**src/rtl/bit_serializer.sv**
```systemverilog
// Parallel-to-serial front end: accepts WIDTH-bit words over valid/ready and
// shifts them out one bit per clock, with a one-word holding register for gapless streaming.
module bit_serializer #(
  parameter int WIDTH     = 8,
  parameter bit LSB_FIRST = 1'b0,
  parameter bit IDLE_BIT  = 1'b0
) (
  input  logic             clk,
  input  logic             rstn,
  input  logic [WIDTH-1:0] din,
  input  logic             din_valid,
  output logic             din_ready,
  output logic             out,
  output logic             out_valid,
  output logic             frame_start,
  output logic             busy
);

  localparam int CW = $clog2(WIDTH);

  typedef enum logic {
    IDLE  = 1'b0,
    SHIFT = 1'b1
  } state_t;

  state_t           state, state_nxt;
  logic [WIDTH-1:0] sreg, sreg_nxt;
  logic [CW-1:0]    cnt, cnt_nxt;
  logic [WIDTH-1:0] hold, hold_nxt;
  logic             hold_vld, hold_vld_nxt;
  logic             accept;
  logic             last_bit;

  assign din_ready = rstn && !hold_vld;
  assign accept    = din_valid && din_ready;
  assign last_bit  = (cnt == CW'(WIDTH - 1));

  always_comb begin
    // NOTE: every signal assigned here gets a default first so no latch is inferred.
    state_nxt    = state;
    sreg_nxt     = sreg;
    cnt_nxt      = cnt;
    hold_nxt     = hold;
    hold_vld_nxt = hold_vld;

    unique case (state)
      IDLE: begin
        if (accept) begin
          sreg_nxt  = din;
          cnt_nxt   = '0;
          state_nxt = SHIFT;
        end
      end
      SHIFT: begin
        if (last_bit) begin
          // Hold takes priority; an accept here is only possible when hold is empty.
          cnt_nxt = '0;
          if (hold_vld) begin
            sreg_nxt     = hold;
            hold_vld_nxt = 1'b0;
          end else if (accept) begin
            sreg_nxt = din;
          end else begin
            state_nxt = IDLE;
          end
        end else begin
          sreg_nxt = LSB_FIRST ? (sreg >> 1) : (sreg << 1);
          cnt_nxt  = cnt + CW'(1);
          if (accept) begin
            hold_nxt     = din;
            hold_vld_nxt = 1'b1;
          end
        end
      end
      default: state_nxt = IDLE;
    endcase
  end

  always_ff @(posedge clk) begin
    // NOTE: sequential state uses non-blocking assignments only.
    if (!rstn) begin
      state    <= IDLE;
      cnt      <= '0;
      hold_vld <= 1'b0;
    end else begin
      state    <= state_nxt;
      cnt      <= cnt_nxt;
      hold_vld <= hold_vld_nxt;
    end
  end

  // NOTE: datapath registers are not reset; their contents only matter once a valid flag qualifies them.
  always_ff @(posedge clk) begin
    sreg <= sreg_nxt;
    hold <= hold_nxt;
  end

  assign out_valid   = (state == SHIFT);
  assign out         = out_valid ? (LSB_FIRST ? sreg[0] : sreg[WIDTH-1]) : IDLE_BIT;
  assign frame_start = out_valid && (cnt == '0);
  assign busy        = out_valid || hold_vld;

endmodule

```
**config.mk**
```make
export PLATFORM = sky130hd
export DESIGN_NAME = bit_serializer
export DESIGN_NICKNAME = d
export VERILOG_FILES = /design/src/rtl/bit_serializer.sv
export SDC_FILE = /design/constraint.sdc
export NUM_CORES = 1
export LEC_CHECK = 0
export ABC_CLOCK_PERIOD_IN_PS = 1900
export CORE_MARGIN = 4
export CORE_UTILIZATION = 30
export CTS_CLUSTER_SIZE = 8
export DETAILED_ROUTE_END_ITERATION = 6
export GPL_TIMING_DRIVEN = 0
export PLACE_DENSITY = 0.5
export SLEW_MARGIN = 20
export SYNTH_ARGS = -nofsm -noshare
export SYNTH_HDL_FRONTEND = slang
export SYNTH_SLANG_ARGS = --single-unit
```
**constraint.sdc**
```tcl
create_clock -name clk -period 1.9 [get_ports clk]
set_input_delay 0.285 -clock clk [delete_from_list [all_inputs] [get_ports clk]]
set_output_delay 0.285 -clock clk [all_outputs]
set_load 0.05 [all_outputs]
```
==> key figures <==
Critical path
  • Critical path fanouts, max: 10
  • Kind of capture point of the worst setup path: output pin
  • RR Startpoint: cnt[0]
  • Classification of the worst setup path: reg -> out
  • Data required time at the worst endpoint: 1620 ps
  • Arrival time worst endpoint: 1530 ps
  • Critical Path Start Type: flop
  • Launching element of the worst setup path: out_valid

Routing
  • Antenna Nets Post-Route: 0
  • Routed wire per std cell: 14.7 um
  • Via Count: 725
  • Vias per inst: 5.22
  • DRT Pass-1 Iters: 4
  • Number of remaining DRC errors: 0
  • Drt first-iter violations: 44
  • Total routed wirelength: 2050 um

STA
  • Final period utilization: 95.5%
  • Max-slew violation count: 0
  • Slew @ Worst Pin: 735 ps
  • Hold Violations, Final: 0
  • Setup violations, final: 0
  • Final critical-path setup slack: 85.1 ps
  • Final critical path time including I/O delays and setup: 1810 ps
  • Worst-case hold slack: 500 ps
  • Fmax: 0.551 GHz
  • Worst clock skew on the final layout: 3.45 ps
  • Setup repair after global routing missed its margin: no
  • Tightest slew margin relative to the limit: 50.6%

Synth
  • Distinct cells, synth: 26
  • Net count after synthesis: 103
  • Number of cells produced by synthesis: 89
  • Combined area of all synthesized cells: 900 um^2
  • Post-synthesis register bit count: 21
  • Post-Syn Area per Cell: 10.1 um^2
  • Sequential element share of the synthesized area: 55.6%
  • Total number of yosys warnings: 0

Global route
  • Largest net degree at the start of global routing: 13
  • Met2 usage in global routing: 18.4%
  • Number of antenna violations at the first check in global routing: 0
  • Aggregate global-route resource usage: 11.1%
  • Overflow after GRT: 0
  • Number of global-route vias before repair: 728
  • Global Route met3 Usage: 2.70%
  • Wire length of the first global-routing pass: 3440 um
  • Met1 Track Usage GR: 13.1%
  • GRT Max-Usage Layer: met2

Clock network
  • Setup fix buffers added after clock tree synthesis: 0
  • H-tree levels: 1
  • Clock edge transition at the registers on the reported setup and hold paths: 120 ps
  • # hold bufs at CTS: 0
  • CTS Sinks: 21
  • Clock tree from TritonCTS: built
  • Resized Gates After CTS: 17
  • Maximum clock insertion buffer count: 2
  • CTS Buf Count: 3
  • Clock latency at the later pin of the worst-skew pair: 310 ps
  • Root buffer cell: sky130_fd_sc_hd__clkbuf_4

Cells and area
  • Share of cells above drive strength 1: 14.8%
  • Design Area, Final: 1120 um^2
  • Post-layout net count: 123
  • Ant diodes: 0
  • Layout Cells excl Fill: 139
  • Synthesis-to-layout area growth: 24.9%

Job
  • Maximum Capacitance Violations: 0

Floorplan
  • Cell Rows: 19
  • Horizontal die dimension: 62.8 um
  • Total die area: 3940 um^2
  • Starting Density: 32.1%
  • Count of boundary I/O pins: 16
  • Die span in y: 62.8 um
  • CORE AREA: 2810 um^2

Place
  • Gp weighted congestion: 0.691
  • HPWL reported at the end of detailed placement: 1400 um
  • Worst slack at placement: -580 ps
  • IO Port Bufs: 15
  • Placed Area: 1100 um^2
  • Placed Instances: 135

Min path
  • Min-Delay Startpoint: sreg[3]
  • Hold/Removal Path Class: reg -> reg

Pwr
  • Maximum VDD drop: 0.322 mV
  • Pwr Density: 908 nW/um^2
  • P_leak: 0.423 nW

Outcome
  • Outcome: complete, no violations
[area by class of cell]
type	instances	area [um^2]
Tap cell	31	38.8
Clock inverter	1	5.00
Fill cell	288	1680
Clock buffer	3	22.5
Multi-Input combinational cell	59	365
Sequential cell	21	500
Timing Repair Buffer	15	139
Buffer	5	37.5
Inverter	4	15.0
[critical path: stages, from the launching register on]
cell	delay (ps)
sky130_fd_sc_hd__dfxtp_1	350
sky130_fd_sc_hd__clkbuf_4	180
sky130_fd_sc_hd__or2_2	270
sky130_fd_sc_hd__dlygate4sd2_1	420
[sequential cells by signal, indices dropped and copies added (netlist names)]
signal	cells
hold	8
sreg	8
cnt	3
hold_vld	1
out_valid	1
[cells in the mapped netlist]
cell type | number | area [um^2]
sky130_fd_sc_hd__buf_4 | 1 | 7.51
sky130_fd_sc_hd__a32oi_1 | 7 | 61.3
sky130_fd_sc_hd__buf_6 | 1 | 11.3
sky130_fd_sc_hd__and3b_1 | 1 | 8.76
sky130_fd_sc_hd__nor2_1 | 4 | 15.0
sky130_fd_sc_hd__inv_1 | 4 | 15.0
sky130_fd_sc_hd__dfxtp_1 | 13 | 260
sky130_fd_sc_hd__nand2_1 | 19 | 71.3
sky130_fd_sc_hd__o21a_1 | 1 | 7.51
sky130_fd_sc_hd__and2_1 | 1 | 6.26
sky130_fd_sc_hd__nand3b_1 | 3 | 22.5
sky130_fd_sc_hd__nand2b_1 | 1 | 6.26
sky130_fd_sc_hd__o22ai_1 | 6 | 37.5
sky130_fd_sc_hd__o21ai_0 | 2 | 10.0
sky130_fd_sc_hd__a21oi_1 | 3 | 15.0
sky130_fd_sc_hd__nand3_1 | 1 | 5.00
sky130_fd_sc_hd__a211oi_1 | 1 | 7.51
sky130_fd_sc_hd__or2_2 | 1 | 6.26
sky130_fd_sc_hd__edfxtp_1 | 8 | 240
sky130_fd_sc_hd__o21ai_1 | 1 | 5.00
sky130_fd_sc_hd__mux2_2 | 1 | 11.3
sky130_fd_sc_hd__or3_1 | 1 | 6.26
sky130_fd_sc_hd__o2bb2ai_1 | 1 | 8.76
sky130_fd_sc_hd__nor3_1 | 1 | 5.00
sky130_fd_sc_hd__ha_1 | 3 | 37.5
sky130_fd_sc_hd__clkbuf_1 | 3 | 11.3
[placed cells by master (no fill, tap or decap), types with 2 or more instances in the layout]
| cell | n |
|---|---|
| sky130_fd_sc_hd__inv_1 | 4 |
| sky130_fd_sc_hd__buf_4 | 2 |
| sky130_fd_sc_hd__nand3b_1 | 3 |
| sky130_fd_sc_hd__o22ai_1 | 6 |
| sky130_fd_sc_hd__a21oi_1 | 3 |
| sky130_fd_sc_hd__nand2_1 | 19 |
| sky130_fd_sc_hd__clkbuf_4 | 6 |
| sky130_fd_sc_hd__edfxtp_1 | 8 |
| sky130_fd_sc_hd__clkdlybuf4s50_1 | 11 |
| sky130_fd_sc_hd__a32oi_1 | 7 |
| sky130_fd_sc_hd__o21ai_0 | 2 |
| sky130_fd_sc_hd__ha_1 | 3 |
| sky130_fd_sc_hd__dfxtp_1 | 13 |
| sky130_fd_sc_hd__nor2_1 | 2 |
[logic make-up after synthesis]
kind of cell    Yosys count  share of synthesized area, %
compound gates           22                          17.0
fa+ha+maj                 3                          4.17
buf+inv                   9                          5.01
flops                    21                          55.6
mux                       1                          1.25
simple gates             33                          17.0
[power by group]
part	switching, W	internal (W)
registers	0.0000281	0.000524
logic	0.000141	0.000106
clock network	0.000142	0.0000787
[final timing paths]
kind,to,cells after the start,slack (ps)
max,busy,3,90
min,sreg[3],2,500
max reg2reg,sreg[7],5,150
min reg2reg,sreg[3],2,500
[per-stage QoR]
stage	utilization, %	total power [W]	setup TNS (ps)
2_1_floorplan	-	0.000728	0
3_3_place_gp	39.1	0.000807	-4620
3_5_place_dp	39.1	0.000812	-4440
4_1_cts	40.0	0.00103	0
5_1_grt	40.1	0.00108	0
6_report	40.1	0.00102	0
[metal layers]
| layer | vias up | wire length (um) |
|---|---|---|
| met1 | 344 | 940 |
| met2 | 14 | 974 |
| li1 | 362 | - |
| met3 | 5 | 92 |
| met5 | - | 0 |
| met4 | 0 | 40 |
(Power assumes the default switching activity.)
